### config.mk
export PLATFORM = sky130hd
export DESIGN_NAME = vga_sync_generator_flat
export DESIGN_NICKNAME = d
export VERILOG_FILES = /design/src/rtl/vga_sync_generator_if.sv /design/src/rtl/vga_sync_generator.sv /design/src/flat_wrapper.sv
export SDC_FILE = /design/constraint.sdc
export NUM_CORES = 1
export LEC_CHECK = 0
export CAP_MARGIN = 20
export CORE_MARGIN = 1
export CORE_UTILIZATION = 45
export CTS_CLUSTER_DIAMETER = 100
export CTS_CLUSTER_SIZE = 20
export DETAILED_ROUTE_END_ITERATION = 10
export PLACE_DENSITY = 0.77
export SLEW_MARGIN = 20
export SYNTH_ARGS = -nofsm -noshare
export SYNTH_HDL_FRONTEND = slang
export SYNTH_SLANG_ARGS = --single-unit
### constraint.sdc
create_clock -name clk -period 3.16 [get_ports clk]
set_input_delay 0.632 -clock clk [delete_from_list [all_inputs] [get_ports clk]]
set_output_delay 0.632 -clock clk [all_outputs]
set_load 0.02 [all_outputs]
### src/rtl/vga_sync_generator_if.sv
// Raster timing bundle from the VGA sync generator to the pixel fetch stage.
// The generator drives it through the master modport; consumers use slave.
interface vga_sync_generator_if;
  logic       hsync;
  logic       vsync;
  logic [9:0] x;
  logic [9:0] y;
  logic       visible;
  logic       line_start;
  logic       frame_start;
  logic [6:0] col;
  logic [4:0] row;
  logic [2:0] glyph_x;
  logic [3:0] glyph_y;
  logic       blink;

  modport master (
    output hsync, vsync, x, y, visible, line_start, frame_start,
           col, row, glyph_x, glyph_y, blink
  );

  modport slave (
    input  hsync, vsync, x, y, visible, line_start, frame_start,
           col, row, glyph_x, glyph_y, blink
  );
endinterface

### src/rtl/vga_sync_generator.sv
// Free-running VGA raster timing generator. All outputs are registered from
// the next-state counters so sync, strobes and coordinates share one pixel.
module vga_sync_generator #(
  parameter int H_ACTIVE     = 640,
  parameter int H_FP         = 16,
  parameter int H_SYNC       = 96,
  parameter int H_BP         = 48,
  parameter int V_ACTIVE     = 480,
  parameter int V_FP         = 10,
  parameter int V_SYNC       = 2,
  parameter int V_BP         = 33,
  parameter bit HSYNC_POL    = 1'b0,
  parameter bit VSYNC_POL    = 1'b0,
  parameter int CHAR_W       = 8,
  parameter int CHAR_H       = 16,
  parameter int BLINK_FRAMES = 30
) (
  input  logic                 clk,
  input  logic                 reset,
  vga_sync_generator_if.master vga
);

  localparam int H_TOTAL  = H_ACTIVE + H_FP + H_SYNC + H_BP;
  localparam int V_TOTAL  = V_ACTIVE + V_FP + V_SYNC + V_BP;
  localparam int CW_BITS  = $clog2(CHAR_W);
  localparam int CH_BITS  = $clog2(CHAR_H);
  localparam int BW       = (BLINK_FRAMES > 1) ? $clog2(BLINK_FRAMES) : 1;

  localparam logic [9:0] H_LAST    = 10'(H_TOTAL - 1);
  localparam logic [9:0] V_LAST    = 10'(V_TOTAL - 1);
  localparam logic [9:0] H_VIS     = 10'(H_ACTIVE);
  localparam logic [9:0] V_VIS     = 10'(V_ACTIVE);
  localparam logic [9:0] HS_START  = 10'(H_ACTIVE + H_FP);
  localparam logic [9:0] HS_END    = 10'(H_ACTIVE + H_FP + H_SYNC);
  localparam logic [9:0] VS_START  = 10'(V_ACTIVE + V_FP);
  localparam logic [9:0] VS_END    = 10'(V_ACTIVE + V_FP + V_SYNC);
  localparam logic [9:0] X_MASK    = 10'(CHAR_W - 1);
  localparam logic [9:0] Y_MASK    = 10'(CHAR_H - 1);
  localparam logic [BW-1:0] BLINK_LAST = BW'(BLINK_FRAMES - 1);

  // Reset parks the raster on the last blank pixel; fields follow x/y.
  localparam logic [6:0] COL_RST = 7'(H_LAST >> CW_BITS);
  localparam logic [4:0] ROW_RST = 5'(V_LAST >> CH_BITS);
  localparam logic [2:0] GX_RST  = 3'(H_LAST & X_MASK);
  localparam logic [3:0] GY_RST  = 4'(V_LAST & Y_MASK);

  logic [9:0]    x_q, y_q;
  logic [9:0]    x_next, y_next;
  logic          hsync_q, vsync_q, visible_q;
  logic          line_start_q, frame_start_q;
  logic [6:0]    col_q;
  logic [4:0]    row_q;
  logic [2:0]    glyph_x_q;
  logic [3:0]    glyph_y_q;
  logic          blink_q;
  logic [BW-1:0] blink_cnt;
  logic          hs_on, vs_on, vis_next, ls_next, fs_next;

  always_comb begin
    x_next = (x_q == H_LAST) ? 10'd0 : x_q + 10'd1;
    y_next = y_q;
    if (x_q == H_LAST) begin
      y_next = (y_q == V_LAST) ? 10'd0 : y_q + 10'd1;
    end
    hs_on    = (x_next >= HS_START) && (x_next < HS_END);
    vs_on    = (y_next >= VS_START) && (y_next < VS_END);
    vis_next = (x_next < H_VIS) && (y_next < V_VIS);
    ls_next  = (x_next == 10'd0);
    fs_next  = (x_next == 10'd0) && (y_next == 10'd0);
  end

  always_ff @(posedge clk or posedge reset) begin
    if (reset) begin
      x_q           <= H_LAST;
      y_q           <= V_LAST;
      hsync_q       <= ~HSYNC_POL;
      vsync_q       <= ~VSYNC_POL;
      visible_q     <= 1'b0;
      line_start_q  <= 1'b0;
      frame_start_q <= 1'b0;
      col_q         <= COL_RST;
      row_q         <= ROW_RST;
      glyph_x_q     <= GX_RST;
      glyph_y_q     <= GY_RST;
      blink_q       <= 1'b0;
      blink_cnt     <= '0;
    end else begin
      x_q           <= x_next;
      y_q           <= y_next;
      hsync_q       <= hs_on ? HSYNC_POL : ~HSYNC_POL;
      vsync_q       <= vs_on ? VSYNC_POL : ~VSYNC_POL;
      visible_q     <= vis_next;
      line_start_q  <= ls_next;
      frame_start_q <= fs_next;
      col_q         <= 7'(x_next >> CW_BITS);
      row_q         <= 5'(y_next >> CH_BITS);
      glyph_x_q     <= 3'(x_next & X_MASK);
      glyph_y_q     <= 4'(y_next & Y_MASK);
      // Blink advances on the same edge that raises frame_start.
      if (fs_next) begin
        if (blink_cnt == BLINK_LAST) begin
          blink_cnt <= '0;
          blink_q   <= ~blink_q;
        end else begin
          blink_cnt <= blink_cnt + BW'(1);
        end
      end
    end
  end

  assign vga.hsync       = hsync_q;
  assign vga.vsync       = vsync_q;
  assign vga.x           = x_q;
  assign vga.y           = y_q;
  assign vga.visible     = visible_q;
  assign vga.line_start  = line_start_q;
  assign vga.frame_start = frame_start_q;
  assign vga.col         = col_q;
  assign vga.row         = row_q;
  assign vga.glyph_x     = glyph_x_q;
  assign vga.glyph_y     = glyph_y_q;
  assign vga.blink       = blink_q;

endmodule
### src/flat_wrapper.sv
// flat-port wrapper written by rule: the top's interface ports become plain ports
module vga_sync_generator_flat 
#(
  parameter int H_ACTIVE     = 640,
  parameter int H_FP         = 16,
  parameter int H_SYNC       = 96,
  parameter int H_BP         = 48,
  parameter int V_ACTIVE     = 480,
  parameter int V_FP         = 10,
  parameter int V_SYNC       = 2,
  parameter int V_BP         = 33,
  parameter bit HSYNC_POL    = 1'b0,
  parameter bit VSYNC_POL    = 1'b0,
  parameter int CHAR_W       = 8,
  parameter int CHAR_H       = 16,
  parameter int BLINK_FRAMES = 30
)
  (clk, reset, vga_hsync, vga_vsync, vga_x, vga_y, vga_visible, vga_line_start, vga_frame_start, vga_col, vga_row, vga_glyph_x, vga_glyph_y, vga_blink);
  vga_sync_generator_if vga_i ();
  input  logic clk;
  input  logic reset;
  output wire logic [$bits(vga_i.hsync)-1:0] vga_hsync;
  output wire logic [$bits(vga_i.vsync)-1:0] vga_vsync;
  output wire logic [$bits(vga_i.x)-1:0] vga_x;
  output wire logic [$bits(vga_i.y)-1:0] vga_y;
  output wire logic [$bits(vga_i.visible)-1:0] vga_visible;
  output wire logic [$bits(vga_i.line_start)-1:0] vga_line_start;
  output wire logic [$bits(vga_i.frame_start)-1:0] vga_frame_start;
  output wire logic [$bits(vga_i.col)-1:0] vga_col;
  output wire logic [$bits(vga_i.row)-1:0] vga_row;
  output wire logic [$bits(vga_i.glyph_x)-1:0] vga_glyph_x;
  output wire logic [$bits(vga_i.glyph_y)-1:0] vga_glyph_y;
  output wire logic [$bits(vga_i.blink)-1:0] vga_blink;
  assign vga_hsync = vga_i.hsync;
  assign vga_vsync = vga_i.vsync;
  assign vga_x = vga_i.x;
  assign vga_y = vga_i.y;
  assign vga_visible = vga_i.visible;
  assign vga_line_start = vga_i.line_start;
  assign vga_frame_start = vga_i.frame_start;
  assign vga_col = vga_i.col;
  assign vga_row = vga_i.row;
  assign vga_glyph_x = vga_i.glyph_x;
  assign vga_glyph_y = vga_i.glyph_y;
  assign vga_blink = vga_i.blink;
  vga_sync_generator #(.H_ACTIVE(H_ACTIVE), .H_FP(H_FP), .H_SYNC(H_SYNC), .H_BP(H_BP), .V_ACTIVE(V_ACTIVE), .V_FP(V_FP), .V_SYNC(V_SYNC), .V_BP(V_BP), .HSYNC_POL(HSYNC_POL), .VSYNC_POL(VSYNC_POL), .CHAR_W(CHAR_W), .CHAR_H(CHAR_H), .BLINK_FRAMES(BLINK_FRAMES)) u_core (.clk(clk), .reset(reset), .vga(vga_i));
endmodule
Yosys cells after proc, flatten, opt, wreduce, memory -nomap -nowiden
Cells that the tools add are included.
{ "word_totals": {"output_inout_bits": 45, "register_bits": 50} }
{ "op_classes": {"eq_ne": 3, "reduce_logical": 7, "n_bitwise": 1, "muxes": 6, "order_cmp": 6, "addsub": 3} }
{ "ops": {"columns": ["op", "n"], "rows": [
  ["$mux W10", 3],
  ["$add A10 B1 Y10 const B", 2],
  ["$eq A10 B10 Y1 const B", 2],
  ["$logic_not A10 Y1", 2],
  ["$lt A10 B10 Y1 const B", 2],
  ["$lt A10 B9 Y1 const B", 2],
  ["$ge A10 B10 Y1 const B", 1],
  ["$ge A10 B9 Y1 const B", 1],
  ["$add A5 B1 Y5 const B", 1],
  ["$eq A5 B5 Y1 const B", 1],
  ["$mux W5", 1],
  ["$logic_and A1 B1 Y1", 4],
  ["$mux W1", 2],
  ["$reduce_and A2 Y1", 1],
  ["$not A1 Y1", 1]
]} }

Longest topological paths before layout
{ "depth": {"word_depth": 6, "mapped_depth": 12} }

Worst setup path after synthesis
No wires, ideal clock.
{ "synth_timing": {"path_type": "register to register", "startpoint": "reg u_core.y_q[0], in the netlist u_core.vga.y[0]", "endpoint": "reg u_core.blink_cnt[3]", "period_less_slack_ns": 3.210, "stages_incl_launch_ff": 12, "setup_slack_ns": -0.050, "t_arrival_ns": 3.115, "setup_ns": 0.095, "cell_sequence": "dfrtp_1 -> inv_1 -> ha_1 -> or4b_4 -> or4_4 -> o221ai_2 -> nand3_1 -> or4_1 -> buf_2 -> or2_0 -> buf_2 -> o31ai_1"} }
{ "synth_via": {"elab_chain_len": 5} }
{ "synth_lines": {"columns": ["item", "line_no", "rtl"], "rows": [
  ["from (decl)", "vga_sync_generator.sv:47", "logic [9:0] x_q, y_q;"],
  ["from (signal assigned)", "vga_sync_generator.sv:89", "y_q <= y_next;"],
  ["$add A10 B1 Y10 or $eq A10 B10 Y1 (tied branches)", "vga_sync_generator.sv:63", "y_next = (y_q == V_LAST) ? 10'd0 : y_q + 10'd1;"],
  ["$mux W10", "vga_sync_generator.sv:63", null],
  ["$mux W10 *", "vga_sync_generator.sv:62", "if (x_q == H_LAST) begin"],
  ["$logic_not A10 Y1 *", "vga_sync_generator.sv:69", "fs_next = (x_next == 10'd0) && (y_next == 10'd0);"],
  ["$logic_and A1 B1 Y1 *", "vga_sync_generator.sv:69", null],
  ["to (signal assigned)", "vga_sync_generator.sv:105", "blink_cnt <= blink_cnt + BW'(1);"],
  ["to (decl)", "vga_sync_generator.sv:56", "logic [BW-1:0] blink_cnt;"]
]} }
Mark *: on every way between the ends. The rest lies on a longest branch, timed or not.
A chain may end at the register's enable or synchronous reset.

Worst setup path in the final report
{ "layout_timing": {"startpoint": "reg u_core.y_q[1], in the netlist u_core.vga.y[1]", "endpoint": "reg u_core.blink_cnt[4]"} }
Same word-level chain as after synthesis.

==> results.cfg <==
[floorplanning]
rows = 23
core-area_um2 = 4060
start_util_pct = 47.4
dieArea_um2 = 4540
io_pins = 47
die_h_um = 67.4
die_x_um = 67.4

[timing]
hold_viol_final = 0
worstMarginPinSlew_ns = 0.917
finalMaxSlewViolations = 0
fin_crit_sh_pct = 95.6
fmax_mhz = 331
relSlewSlack_pct = 38.8
setup_violations = 0
clock_skew_ns = 0.00610
final.setup.tns_ns = 0
rsz0062_at_grt = no
fin_crit_ns = 3.02

[cells_and_area]
n_antenna_cell = 0
regArea_um2 = 795
fill_cells = 354
synthToLayoutAreaGrowth_pct = 28.8
final_nets = 258
post-route-util_pct = 61.1
stdcell_area_um2 = 2480
drive_gt1_share_pct = 17.5
multi_input_area_um2 = 925

[critical_path]
crit_path_end_kind = register
crit_arrival_ns = 3.19
worst_ep_required_time_ns = 3.33
crit_path_top_delay_cell = or4_4
worstPathMaxFanout = 6
max_stage_delay_ns = 0.54
path_class = register to register
crit_chain = inv_1 -> ha_1 -> or4b_4 -> or4_4 -> o221ai_2 -> nand3_1 -> or4_4 -> buf_4 -> o31ai_1 -> o31ai_1
start_kind = register

[power]
p_sw_mw = 0.156
p_clk_share_pct = 45.8
intPower_mw = 0.599
p_seq_share_pct = 52.7
comb_power_share_pct = 1.5
powerDensity_nw_per_um2 = 305
irDropWorstVdd_mv = 0.252
p_leak_nw = 1.01
swShare_pct = 20.6

[routing]
postRouteAntennaNets = 0
route.detailed.vias_per_inst = 5.59
drt_pass1_iterations = 4
wire_per_inst_um = 14.0
remaining_drc_errors = 0
dr.first_iter.drc_count = 91
wl_um = 4220
route.vias.total = 1683

[yosys]
synth.lib_cells_used.distinct = 45
ys_top_cells_by_count = 21 x nand2_1, 19 x buf_4, 19 x dfrtp_1
async_reset_ff_share_pct = 100
synth_edf_count = 0
synth.net_count = 220
synth_top_cell_by_area = dfrtp_1
synth_top_area_share_pct = 24.7
yosysMostFrequentCell = nand2_1
ys.flop_type = dfrtp_1
synth_area_um2 = 1920
synthCells = 212
ys_seq_area_share_pct = 41.1
yosys_warnings = 0
syn_area_per_cell_um2 = 9.07
synth_area_leaders = dfrtp_1 25%, dfstp_2 16%, buf_4 7.4%
ys_seq_elements = 31

[outcome]
status = completed

[grt]
first_global_vias = 1506
antenna_found_initial = 0
grt_pass1_wl_um = 6890
grt_use_total_pct = 20.7
grt_max_degree = 24
overflow = 0

[clocking]
clk_pin_slew_ns = 0.06
cts.sinks = 31
clk_latency_ns = 0.29
cts_hold_buffers = 0
htreeDepth = 2
cts_made_buffers = 5
root_buffer = clkbuf_8
cts_tree = yes
cts.path.max_buffers = 2

[min_path]
hp-class = register to register

[placed_design]
portBuffers = 46
place_congestion = 0.912
dp_hpwl_um = 3010
place_area_um2 = 2350

[run]
drv_cap = 0
[through the flow]
step           std cells  total power, mW  worst slack, ns  hold slack [ns]
3_3_place_gp         292            0.416            0.116            0.459
6_report             301            0.755            0.140            0.473
5_1_grt              301            0.778          0.00220            0.489
3_5_place_dp         292            0.416          0.00319            0.461
2_1_floorplan        212            0.410           0.0116            0.465
4_1_cts              300            0.762           0.0172            0.473
[path summary, 6_finish.rpt]
kind | startpoint | to | slack [ns] | cells after the start
setup / recovery | u_core.vga.y[1] | u_core.blink_cnt[4] | 0.14 | 10
hold / removal | u_core.vga.blink | u_core.vga.blink | 0.47 | 1
setup reg to reg | u_core.vga.y[1] | u_core.blink_cnt[4] | 0.14 | 10
hold reg to reg | u_core.vga.blink | u_core.vga.blink | 0.47 | 1
max in group asynchronous | reset | u_core.vga.x[4] | 1.57 | 3
min in group asynchronous | reset | u_core.vga.frame_start | 0.85 | 2
[state kept, by name, indices dropped and copies added, names as in the netlist]
signal and count:
u_core.blink_cnt 5, u_core.vga.blink 1, u_core.vga.col 1, u_core.vga.frame_start 1
u_core.vga.hsync 1, u_core.vga.line_start 1, u_core.vga.visible 1, u_core.vga.vsync 1
u_core.vga.x 9, u_core.vga.y 10
[layer usage]
| layer | wire length, µm | up-vias | track usage (%) |
|---|---|---|---|
| met2 | 1870 | 54 | 31.3 |
| met1 | 2060 | 803 | 27.4 |
| li1 | - | 818 | - |
| met4 | 77 | 0 | 8.78 |
| met3 | 212 | 8 | 6.42 |
| met5 | 0 | - | 0 |
[critical path: cells and delay by family, from the launching register on]
kind                       cells  cell delay, ns
and+or+nand+nor                4            1.56
buffers and inverters          2            0.25
DFF                            1            0.44
adders and majority gates      1            0.14
AOI/OAI and AO/OA              3            0.50
[placed cells by master (no fill, tap or decap), drive strengths merged, types with 2 or more instances in the layout]
cell type      instances
and3                   7
clkdlybuf4s50         46
nand4                  6
or3                    4
xor2                   3
o21ai                 18
dfstp                 12
o31ai                  7
a21oi                  2
or2                    2
nand2b                 2
ha                     6
a211oi                 2
buf                   13
nand3                 10
nor3                   5
nor4                   3
nor2                  11
xnor2                  9
nand2                 21
or4                    3
inv                   10
dfrtp                 19
and4                   4
nand4b                 2
clkbuf                 8
[power by group through the flow]
stage | clock, mW | sequential, mW | combinational (mW)
finish | 0.346 | 0.398 | 0.0111
global route | 0.368 | 0.397 | 0.0130
CTS | 0.352 | 0.398 | 0.0117
detailed placement | 0 | 0.404 | 0.0118
global placement | 0 | 0.404 | 0.0113
floorplan | 0 | 0.404 | 0.00573
[final cells by class]
type / count / area share, %
timing repair buffer: 59 / 22.5
multi-input combinational: 143 / 37.3
tap: 50 / 2.53
inverter: 10 / 1.52
sequential: 31 / 32.1
clock buffer: 8 / 4.04
[kinds of logic after synthesis]
family / Yosys count / synth area share, %
adder cells (fa/ha/maj): 6 / 3.90
flip-flops: 31 / 41.1
XOR/XNOR: 12 / 5.47
buffers and inverters: 38 / 11.6
AND/OR/NAND/NOR: 84 / 23.8
AO/OA/AOI/OAI: 41 / 14.1
[timing repair]
item                       in CTS  in global routing
setup buffers                   0                  1
gates resized for setup         0                  5
setup endpoints to repair       0                  6
Note: power is estimated with default switching activity, not from simulation.
